### src/rtl/debounce_pkg.sv
// -----------------------------------------------------------------------------
// debounce_pkg
// Shared definitions for the debounce bank: the per-channel state encoding
// and the default values of the bank parameters.
// -----------------------------------------------------------------------------
package debounce_pkg;

    // Per-channel debounce state. The IDLE_* states hold an accepted level.
    // The PEND_* states count samples that agree with a candidate new level.
    typedef enum logic [1:0] {
        IDLE_LOW  = 2'd0,
        PEND_HIGH = 2'd1,
        IDLE_HIGH = 2'd2,
        PEND_LOW  = 2'd3
    } chan_state_t;

    localparam int DEF_CHANNELS       = 4;
    localparam int DEF_STABLE_SAMPLES = 4;
    localparam int DEF_DIV_WIDTH      = 8;

endpackage

### src/rtl/debounce_channel.sv
// -----------------------------------------------------------------------------
// debounce_channel
// One debounced input. The raw input passes through a 2-flop synchronizer.
// A four-state FSM then accepts a new level only after STABLE_SAMPLES
// consecutive equal samples. Samples are taken on tick cycles only.
//
// Ports
//   clk    : clock, all logic on the rising edge
//   reset  : synchronous, active-high; clears every flop, FSM to IDLE_LOW
//   tick   : sample strobe; state and counter advance only when high
//   din    : raw asynchronous input
//   level  : debounced level (registered)
//   rise   : one-cycle pulse in the first cycle of a new high level
//   fall   : one-cycle pulse in the first cycle of a new low level
// -----------------------------------------------------------------------------
module debounce_channel
    import debounce_pkg::*;
#(
    parameter int STABLE_SAMPLES = DEF_STABLE_SAMPLES
) (
    input  logic clk,
    input  logic reset,
    input  logic tick,
    input  logic din,
    output logic level,
    output logic rise,
    output logic fall
);

    // Sized so that the count can reach STABLE_SAMPLES without wrapping.
    localparam int            CW       = $clog2(STABLE_SAMPLES + 1);
    localparam logic [CW-1:0] CNT_ONE  = CW'(1);
    localparam logic [CW-1:0] CNT_DONE = CW'(STABLE_SAMPLES);

    logic          sync_meta;
    logic          sync_q;
    chan_state_t   state_q;
    chan_state_t   state_d;
    logic [CW-1:0] cnt_q;
    logic [CW-1:0] cnt_d;
    logic [CW-1:0] cnt_inc;
    logic          enter_high;
    logic          enter_low;
    logic          level_q;
    logic          rise_q;
    logic          fall_q;

    // Two-flop synchronizer. Nothing downstream looks at din directly.
    always_ff @(posedge clk) begin
        if (reset) begin
            sync_meta <= 1'b0;
            sync_q    <= 1'b0;
        end else begin
            // NOTE: non-blocking so each flop samples the other's pre-edge
            // value; blocking here would collapse the chain to one stage.
            sync_meta <= din;
            sync_q    <= sync_meta;
        end
    end

    // Next-state logic. Outside tick cycles everything holds.
    always_comb begin
        // NOTE: every signal gets a default before any branch, so no path
        // leaves one unassigned and no latch is inferred.
        state_d    = state_q;
        cnt_d      = cnt_q;
        enter_high = 1'b0;
        enter_low  = 1'b0;
        cnt_inc    = cnt_q + CNT_ONE;

        if (tick) begin
            case (state_q)
                IDLE_LOW: begin
                    if (sync_q) begin
                        state_d = PEND_HIGH;
                        cnt_d   = CNT_ONE;
                    end
                end
                PEND_HIGH: begin
                    if (!sync_q) begin
                        state_d = IDLE_LOW;
                        cnt_d   = '0;
                    end else if (cnt_inc == CNT_DONE) begin
                        state_d    = IDLE_HIGH;
                        cnt_d      = '0;
                        enter_high = 1'b1;
                    end else begin
                        cnt_d = cnt_inc;
                    end
                end
                IDLE_HIGH: begin
                    if (!sync_q) begin
                        state_d = PEND_LOW;
                        cnt_d   = CNT_ONE;
                    end
                end
                PEND_LOW: begin
                    if (sync_q) begin
                        state_d = IDLE_HIGH;
                        cnt_d   = '0;
                    end else if (cnt_inc == CNT_DONE) begin
                        state_d   = IDLE_LOW;
                        cnt_d     = '0;
                        enter_low = 1'b1;
                    end else begin
                        cnt_d = cnt_inc;
                    end
                end
                default: begin
                    state_d = IDLE_LOW;
                    cnt_d   = '0;
                end
            endcase
        end
    end

    // State, counter, level and pulse registers. The level and the pulse
    // update on the same edge, so a pulse lines up with the first cycle of
    // the new level. Pulses are rewritten every clock, so each lasts one cycle.
    always_ff @(posedge clk) begin
        if (reset) begin
            state_q <= IDLE_LOW;
            cnt_q   <= '0;
            level_q <= 1'b0;
            rise_q  <= 1'b0;
            fall_q  <= 1'b0;
        end else begin
            state_q <= state_d;
            cnt_q   <= cnt_d;
            rise_q  <= enter_high;
            fall_q  <= enter_low;
            if (enter_high) begin
                level_q <= 1'b1;
            end else if (enter_low) begin
                level_q <= 1'b0;
            end
        end
    end

    assign level = level_q;
    assign rise  = rise_q;
    assign fall  = fall_q;

endmodule

### src/rtl/debounce_bank.sv
// -----------------------------------------------------------------------------
// debounce_bank
// A bank of CHANNELS independent debounced inputs. All channels share one
// programmable sample strobe.
//
// Ports
//   i_w_clk     : clock, all logic on the rising edge
//   i_w_reset   : synchronous, active-high reset
//   i_w_divider : sample period is i_w_divider+1 clocks; 0 freezes the bank
//   i_w_in      : raw asynchronous inputs, one bit per channel
//   o_w_level   : debounced level per channel
//   o_w_rise    : one-cycle pulse per channel on a 0->1 level change
//   o_w_fall    : one-cycle pulse per channel on a 1->0 level change
//   o_w_tick    : sample strobe, exposed for debug
// -----------------------------------------------------------------------------
module debounce_bank
    import debounce_pkg::*;
#(
    parameter int CHANNELS       = DEF_CHANNELS,
    parameter int STABLE_SAMPLES = DEF_STABLE_SAMPLES,
    parameter int DIV_WIDTH      = DEF_DIV_WIDTH
) (
    input  logic                 i_w_clk,
    input  logic                 i_w_reset,
    input  logic [DIV_WIDTH-1:0] i_w_divider,
    input  logic [CHANNELS-1:0]  i_w_in,
    output logic [CHANNELS-1:0]  o_w_level,
    output logic [CHANNELS-1:0]  o_w_rise,
    output logic [CHANNELS-1:0]  o_w_fall,
    output logic                 o_w_tick
);

    logic [DIV_WIDTH-1:0] div_cnt_q;
    logic                 tick_q;
    logic                 div_on;
    logic                 tick_en;

    assign div_on = (i_w_divider != '0);

    // The >= compare makes a divider lowered below the running count
    // fire on the next clock instead of wrapping the counter.
    always_ff @(posedge i_w_clk) begin
        if (i_w_reset) begin
            div_cnt_q <= '0;
            tick_q    <= 1'b0;
        end else if (!div_on) begin
            div_cnt_q <= '0;
            tick_q    <= 1'b0;
        end else if (div_cnt_q >= i_w_divider) begin
            div_cnt_q <= '0;
            tick_q    <= 1'b1;
        end else begin
            div_cnt_q <= div_cnt_q + DIV_WIDTH'(1);
            tick_q    <= 1'b0;
        end
    end

    // tick_q can still be high for the cycle in which the divider drops to 0.
    // Gating it keeps the channels frozen from that cycle on.
    assign tick_en  = tick_q & div_on;
    assign o_w_tick = tick_en;

    for (genvar g = 0; g < CHANNELS; g++) begin : g_chan
        debounce_channel #(
            .STABLE_SAMPLES(STABLE_SAMPLES)
        ) u_chan (
            .clk   (i_w_clk),
            .reset (i_w_reset),
            .tick  (tick_en),
            .din   (i_w_in[g]),
            .level (o_w_level[g]),
            .rise  (o_w_rise[g]),
            .fall  (o_w_fall[g])
        );
    end

endmodule

### config.mk
export PLATFORM = sky130hd
export DESIGN_NAME = debounce_bank
export DESIGN_NICKNAME = d
export VERILOG_FILES = /design/src/rtl/debounce_pkg.sv /design/src/rtl/debounce_channel.sv /design/src/rtl/debounce_bank.sv
export SDC_FILE = /design/constraint.sdc
export NUM_CORES = 1
export LEC_CHECK = 0
export CAP_MARGIN = 5
export CORE_MARGIN = 2
export CORE_UTILIZATION = 60
export DETAILED_ROUTE_END_ITERATION = 8
export DONT_BUFFER_PORTS = 1
export PLACE_DENSITY = 0.75
export RECOVER_POWER = 100
export SLEW_MARGIN = 20
export SYNTH_ARGS = -nofsm -noshare
export SYNTH_HDL_FRONTEND = slang
export SYNTH_SLANG_ARGS = --single-unit
### constraint.sdc
create_clock -name i_w_clk -period 2.4 [get_ports i_w_clk]
set_input_delay 0.6 -clock i_w_clk [delete_from_list [all_inputs] [get_ports i_w_clk]]
set_output_delay 0.6 -clock i_w_clk [all_outputs]
set_load 0.02 [all_outputs]
==> results of run 1 <==
[state kept, by name (all words and copies together) (netlist names), named ones only]
signal                   count
g_chan.u_chan.level          4
g_chan.u_chan.sync_meta      4
g_chan.u_chan.rise           4
g_chan.u_chan.sync_q         4
div_cnt_q                    8
g_chan.u_chan.cnt_q         12
g_chan.u_chan.fall           4
g_chan.u_chan.state_q        4
tick_q                       1
[metal layers]
metal  track usage, %  up-vias  routed length, um
li1                 -      886                  -
met1             25.7      787               1860
met2             31.6       35               1820
met3             6.59        9                192
met4             6.89        0                 85
met5                0        -                  0
[final timing paths]
path                               from                        end  slack [ns]  depth (start not counted)
max reg2reg                div_cnt_q[0]               div_cnt_q[7]        0.40                          6
min reg2reg  g_chan[3].u_chan.sync_meta    g_chan[3].u_chan.sync_q        0.45                          1
min                           i_w_reset  g_chan[2].u_chan.cnt_q[2]        0.36                          1
max                      i_w_divider[5]                   o_w_tick        0.17                          3
[kinds of logic after synthesis]
kind of cell,after synthesis
xor gates and xnor gates,13
DFF,49
adders and majority gates,18
buffers and inverters,40
AOI/OAI and AO/OA,55
and+or+nand+nor,88
[per-stage QoR]
| stage | setup WS [ns] | total power, W | std cells | utilization (%) |
|---|---|---|---|---|
| 2_1_floorplan | 0.127 | 0.000933 | 263 | - |
| 3_3_place_gp | 0.189 | 0.000927 | 291 | 61.2 |
| 3_5_place_dp | 0.201 | 0.000930 | 291 | 61.2 |
| 4_1_cts | 0.348 | 0.00161 | 299 | 64.8 |
| 5_1_grt | 0.0941 | 0.00165 | 299 | 64.6 |
| 6_report | 0.174 | 0.00159 | 299 | 64.6 |
[layout by cell type (no fill, tap or decap)]
cell type / n
and4_1: 1
nor3b_1: 5
o221ai_1: 1
nand2_1: 22
or3_1: 3
nor2b_1: 9
inv_1: 17
xor2_1: 10
a31oi_1: 7
clkbuf_2: 2
or4_1: 1
nand2b_1: 1
o31ai_1: 1
o21a_1: 1
o21ba_2: 1
dfxtp_1: 49
nor2_1: 8
clkbuf_8: 5
nand4_1: 10
bufinv_16: 2
nor4_1: 6
nand3_1: 12
and2_0: 2
a21oi_1: 20
ha_1: 18
nor3_1: 1
clkinv_2: 1
or4b_2: 3
a21o_1: 1
xnor2_1: 3
or4_4: 2
a311oi_1: 4
o21ai_0: 19
inv_4: 1
and3_1: 2
[power by group]
part / switching, W / internal (W)
clock: 0.000268 / 0.000414
sequential: 0.0000225 / 0.000830
combinational: 0.0000293 / 0.0000282
total: 0.000320 / 0.00127
[cell type report]
class,count,area (sq um)
Fill cell,325,1320
Multi-Input combinational cell,174,1140
Sequential cell,49,981
Inverter,18,70.1
Clock buffer,5,68.8
Clock inverter,3,65.1
Tap cell,48,60.1
Timing Repair Buffer,2,10.0
==> run summary, run 1 <==
The final count of hold timing violations came out at 0. The kind of cell with the highest combined delay along the critical path is simple AND/OR/NAND/NOR gates. The floorplan has 22 rows. The sum of net half-perimeters after detailed placement is 2.63 mm.

The area of all placed cells without fillers is 0.00240 sq mm. The setup violation total in the final timing report is 0. The remaining number of nets flagged by the antenna check after routing is 0. For this configuration, the core starts out at a cell density of 63.1%. The synthesized netlist devotes 13.6% of its cell area to compound gates. The leakage power total came out at 0.944 nW. The area of the core is 0.00372 sq mm. The most used flip-flop cell after synthesis is dfxtp_1. The clock slew seen by the registers of the worst setup and hold paths came out at 0.08 ns.

Summing the areas of all xor and xnor instances in the mapped netlist gives 4.85% of the synthesized area. The top cell type by area accounts for 41.8% of the synthesized area. The detailed-route DRC error count came out at 0. The largest buffer count on any clock path is 2. At the pin with the least slew margin, the transition time is 1.00 ns. For this block, the via count after detailed routing is 1717. The length of the first detailed-routing pass in iterations came out at 4. When the netlist entered floorplanning its net count stood at 295. Setup repair after global routing left no endpoint under its margin. TritonCTS built the clock tree. In the synthesized netlist, the number of instances is 263. Gates resized during post-CTS repair numbered 0. The commonest cells after synthesis are 49 x dfxtp_1, 22 x nand2_1, 20 x a21oi_1.

The post-synthesis average cell area is 8.92 sq um. STA classifies the critical path endpoint as an output pin. The sequential element share of the synthesized area came out at 41.8%. The flow ran to the end, and the final reports show no timing, DRC or antenna violations. The area growth from synthesis to layout is 2.29%. The number of port buffers is 0. The count of H-tree levels built during CTS came out at 2. The worst IR drop on VDD is 439 uV.

The die outline height is 66.5 um. Ranked by total cell area, the synthesized netlist is headed by dfxtp_1 42%, ha_1 9.6%, a21oi_1 4.3%, o21ai_0 3.8%, buf_4 3.8%. The worst setup path is launched from an input pin. The final clock skew is 0.00499 ns. In this run the worst hold path is classified as input pin to flop.

The overall fraction of global-route tracks in use is 20.1%. The via count of the first global-routing pass is 1542. The number of antenna violations at the first check in global routing came out at 0.

The number of maximum-capacitance constraint violations is 0. The share of post-route cells with drive strength above 1 came out at 6.77%. The library cell with the highest instance count after synthesis is dfxtp_1. The yosys synthesis warning count is 0. On the critical path, the stage with the largest delay is an instance of or4_4. Data on the critical path arrives at its endpoint at 1.63 ns. The wire length of the first global-routing pass is 6.81 mm. The total grt overflow came out at 0.

The highest net fanout along the worst path is 3. The biggest area contributor in the post-synthesis netlist is dfxtp_1. The final count of pins violating max slew is 0. The number of design-rule violations left by the first detailed-router iteration came out at 80. After synthesis, the share of flip-flops with an asynchronous set or reset is 0%. The combinational family with the most area after synthesis is simple AND/OR/NAND/NOR gates. Headroom to the max-slew limit came out at 32.7%. The global placer's final weighted congestion is 0.802. The total of flip-flops plus latches after synthesis is 49. The areal power density over the cells came out at 663 mW/mm^2. After detailed routing, the number of vias per cell comes to 5.74. The number of enable flip-flop cells after synthesis came out at 0.

The kind of critical path is input pin to output pin. For this run, the top clock speed supported by timing is 0.449 GHz. The synthesized cell area came out at 0.00235 sq mm. The cts-stage hold buffer count is 0. The die width came out at 66.5 um. The portion of netlist area occupied by mux cells came out at 0%. The post-detailed-route wirelength per cell came out at 13.2 um. The period utilization came out at 92.7%.

For the final routed database, the setup TNS stands at 0 ns. The clock reaches the later pin of the worst-skew pair after 0.30 ns. STA puts the critical path data required time at 1.80 ns. The area fraction in and, or, nand and nor cells after synthesis is 20.9%. The I/O pin count came out at 27. The die area is 0.00443 sq mm. The post-CTS setup buffer count is 0.

The tree is rooted in a clkbuf_8. Entering global routing, the biggest net connects 41 pins. The clock buffer count from CTS is 5. The final routed wirelength across all metal layers is 3.96 mm.

The critical path goes through or4_4, o21ai_0, inv_4. The total placed instance area came out at 0.00227 sq mm. In this run, distinct cell masters in the synthesized netlist total 37.

The total buffers and inverters traversed by the critical path came out at 1. The arithmetic-cell share of the synthesized area counting full adders, half adders and majority gates is 9.60%. The largest stage delay on the critical path is 0.53 ns. The total number of clock tree sinks is 49. The number of diodes came out at 0.

The post-layout minimum cycle time is 2.23 ns. Final hold analysis gives a worst-case slack of 0.361 ns. The total number of nets in the final design is 282.
Note: power is estimated with default switching activity, not from simulation.
==> inputs of run 2 (changes only) <==
--- a/config.mk
+++ b/config.mk
@@ -5,6 +5,7 @@
 export SDC_FILE = /design/constraint.sdc
 export NUM_CORES = 1
 export LEC_CHECK = 0
+export ABC_AREA = 1
 export CAP_MARGIN = 5
 export CORE_MARGIN = 2
 export CORE_UTILIZATION = 60
==> run 2 against run 1 <==
Against the previous run: clock power barely moved; worst hold slack lost 0.016 ns; die area up 7.4%; sequential power fell by 2.6%; clock skew up 0.0070 ns; clock-buffer cell count unchanged; highest routed layer unchanged.
==> run summary, run 2 <==
The flow ran to the end, and the final reports show no timing, DRC or antenna violations. The H-tree generated during clock tree synthesis spans 2 levels. The remaining number of nets flagged by the antenna check after routing is 0.

The final routed wirelength across all metal layers is 4.08 mm. The synthesized netlist contains 22 unique library cells. The number of design-rule violations left by the first detailed-router iteration is 72. TritonCTS built the clock tree.

The initial core utilization came out at 62.8%. The die area is 0.00475 sq mm. The number of antenna violations at the first check in global routing is 0. The via count of the first global-routing pass is 1756. The I/O pin count is 27. The yosys synthesis warning count came out at 0. The number of logic stages on the critical path including buffering is 2. The die width is 68.9 um. The post-synth net total is 397. The library cell used most frequently in the layout, excluding fill and tap cells, is nand2_1. For this run, the top clock speed supported by timing is 0.519 GHz.

The clock slew seen by the registers of the worst setup and hold paths came out at 0.09 ns. The area taken by flip-flops and latches came out at 981 sq um. The largest registers in the layout are g_chan.u_chan.cnt_q x12, div_cnt_q x8. The number of diodes came out at 0. The post-CTS setup buffer count is 0.

The total number of nets in the final design is 387. The total grt overflow is 0. After synthesis, the most frequently instantiated cells are 80 x nand2_1, 69 x inv_1, 64 x nor2_1.

In the layout the commonest cells are 80 x nand2_1, 69 x inv_1, 65 x nor2_1, 49 x dfxtp_1, 23 x nand3_1. The multi-input combinational cells in the finished layout cover a total of 0.00115 sq mm. Of the post-synthesis cell area, the dominant cell type holds 38.8%.

The min-delay analysis places its worst path in the category input pin to flop. Sorting the synthesized cells by area gives the leading types as dfxtp_1 39%, nand2_1 12%, inv_1 10%, nor2_1 9.5%, ha_1 8.9%. g_chan.u_chan.cnt_q holds more flip-flops than any other register. The area of all placed cells without fillers came out at 0.00260 sq mm. The total of flip-flops plus latches after synthesis came out at 49. The number of cells traversed by the worst register-to-register path came out at 7. In the post-synthesis netlist, the cell with the most instances is nand2_1. The post-synthesis average cell area came out at 6.93 sq um. The worst IR drop on VDD came out at 459 uV. The clock buffer count from CTS is 5. Summed over all failing endpoints, the final setup total negative slack is 0 ns.

The worst-case headroom to the max-slew limit came out at 55.7%. Once the clock tree was built, the resizer swapped 0 gates to a different size. The largest stage delay on the critical path came out at 0.52 ns. The overall via count from detail_route came out at 1993. The final count of pins violating max slew is 0. The sequential element share of the synthesized area is 38.8%.

The wire length of the first global-routing pass came out at 7.12 mm. The number of maximum-capacitance constraint violations is 0. The largest total area in the synthesized netlist belongs to dfxtp_1. The row count came out at 23. The number of enable flip-flop cells after synthesis is 0. The slowest stage of the critical path belongs to the cell nor2_1. In the routed design, unresolved DRC markers number 0. The final instance count without filler cells came out at 406. The synthesized cell area came out at 0.00253 sq mm.

The clock reaches the later pin of the worst-skew pair after 0.31 ns. By startpoint and endpoint, the worst setup path is classified as flop to output pin. The largest buffer count on any clock path came out at 2. Counting the fill cells in the layout gives 398. The post-detailed-route wirelength per cell came out at 10.0 um.

Before antenna repair, the detailed router went through 4 iterations. The clock drives 49 sinks. In this run the cell area measured after placement is 0.00247 sq mm.

The highest net fanout along the worst path came out at 6. The worst setup path is captured at an output pin. The overall fraction of global-route tracks in use came out at 20.1%. Grouping stages by cell kind, the critical path spends the most delay in simple AND/OR/NAND/NOR gates.

The number of instances in the synthesized netlist is 365. The flip-flop count of the largest register after layout is 12. The most used flip-flop cell after synthesis is dfxtp_1.

The share of post-route cells with drive strength above 1 came out at 3.65%. Setup repair after global routing left no endpoint under its margin. The fraction of registers with async set/reset is 0%. The required time of the critical path came out at 1.80 ns. The pin count of the biggest net entering global routing is 30. The number of port buffers is 0.

From synthesis to final layout, the design area changed by 2.62%. The post-placement cell count came out at 398. The clock arrives with 0.0120 ns of skew. Counting I/O delays and the setup requirement, the final critical path takes 1.93 ns. The area of the core is 0.00403 sq mm. Counting instances, the worst hold path has a depth of 1. The global placer's final weighted congestion came out at 0.809. The transition time at the pin with the least slew margin came out at 0.662 ns. Together, buffers and inverters on the worst path number 1. The via count normalized by instance count is 4.91. The final critical path takes up 80.2% of the cycle. The signal on the critical path passes through inv_2, nor2_1. STA classifies the critical path startpoint as a flop. The areal power density over the cells came out at 606 mW/mm^2. The clock root buffer is clkbuf_8.

The leakage power total is 1.32 nW. The worst slack on hold paths is 0.345 ns. The cts-stage hold buffer count is 0.

The final count of hold timing violations came to 0. The arrival time of data at the critical path endpoint came out at 1.33 ns. The die outline height came out at 68.9 um. The sum of net half-perimeters after detailed placement is 3.05 mm. The setup violation total in the final timing report is 0.
run 2: routing by layer:
| metal | track usage (%) | vias to the layer above | share of wire (%) |
|---|---|---|---|
| li1 | - | 1078 | - |
| met1 | 24.8 | 882 | 50 |
| met2 | 33.1 | 28 | 44 |
| met3 | 5.52 | 5 | 3.8 |
| met4 | 8.09 | 0 | 1.7 |
| met5 | 0 | - | 0 |
run 2: logic make-up (layout without fill, tap and decap cells):
logic type / after synthesis / in the layout / share of synthesized area (%)
simple gates: 188 / 188 / 31.4
buf+inv: 88 / 79 / 15.5
flops: 49 / 49 / 38.8
fa+ha+maj: 18 / 18 / 8.90
compound gates: 16 / 16 / 3.36
xor+xnor: 6 / 6 / 2.08
run 2: report_power, final:
group          switching (W)   total, W  internal, W
combinational      0.0000360  0.0000582    0.0000222
sequential        0.00000694   0.000831     0.000824
clock               0.000272   0.000685     0.000414
total               0.000314    0.00157      0.00126
run 2: worst register-to-register path: cells and delay by family (launching register included):
kind,cells,cell delay [ns]
buffers and inverters,2,0.41
flip-flops,1,0.46
AND/OR/NAND/NOR,5,0.95
run 2: final timing paths:
check | start | to | slack (ns)
max | tick_q | o_w_tick | 0.47
min | i_w_reset | g_chan[2].u_chan.cnt_q[1] | 0.35
max reg2reg | tick_q | g_chan[0].u_chan.cnt_q[0] | 0.53
min reg2reg | g_chan[3].u_chan.sync_meta | g_chan[3].u_chan.sync_q | 0.40
run 2: stage by stage:
| step | worst slack, ns | power [W] | utilization (%) |
|---|---|---|---|
| global route | 0.351 | 0.00164 | 64.4 |
| floorplan | 0.679 | 0.000904 | - |
| detailed placement | 0.619 | 0.000909 | 61.3 |
| CTS | 0.717 | 0.00159 | 64.6 |
| global placement | 0.637 | 0.000907 | 61.3 |
| finish | 0.475 | 0.00157 | 64.4 |
run 2: area by class of cell:
type / instances / area share [%]
clock buffer: 5 / 2.65
clock inverter: 3 / 2.51
inverter: 70 / 10.1
multi-input combinational: 228 / 44.2
sequential: 49 / 37.8
tap: 50 / 2.41
timing repair buffer: 1 / 0.289
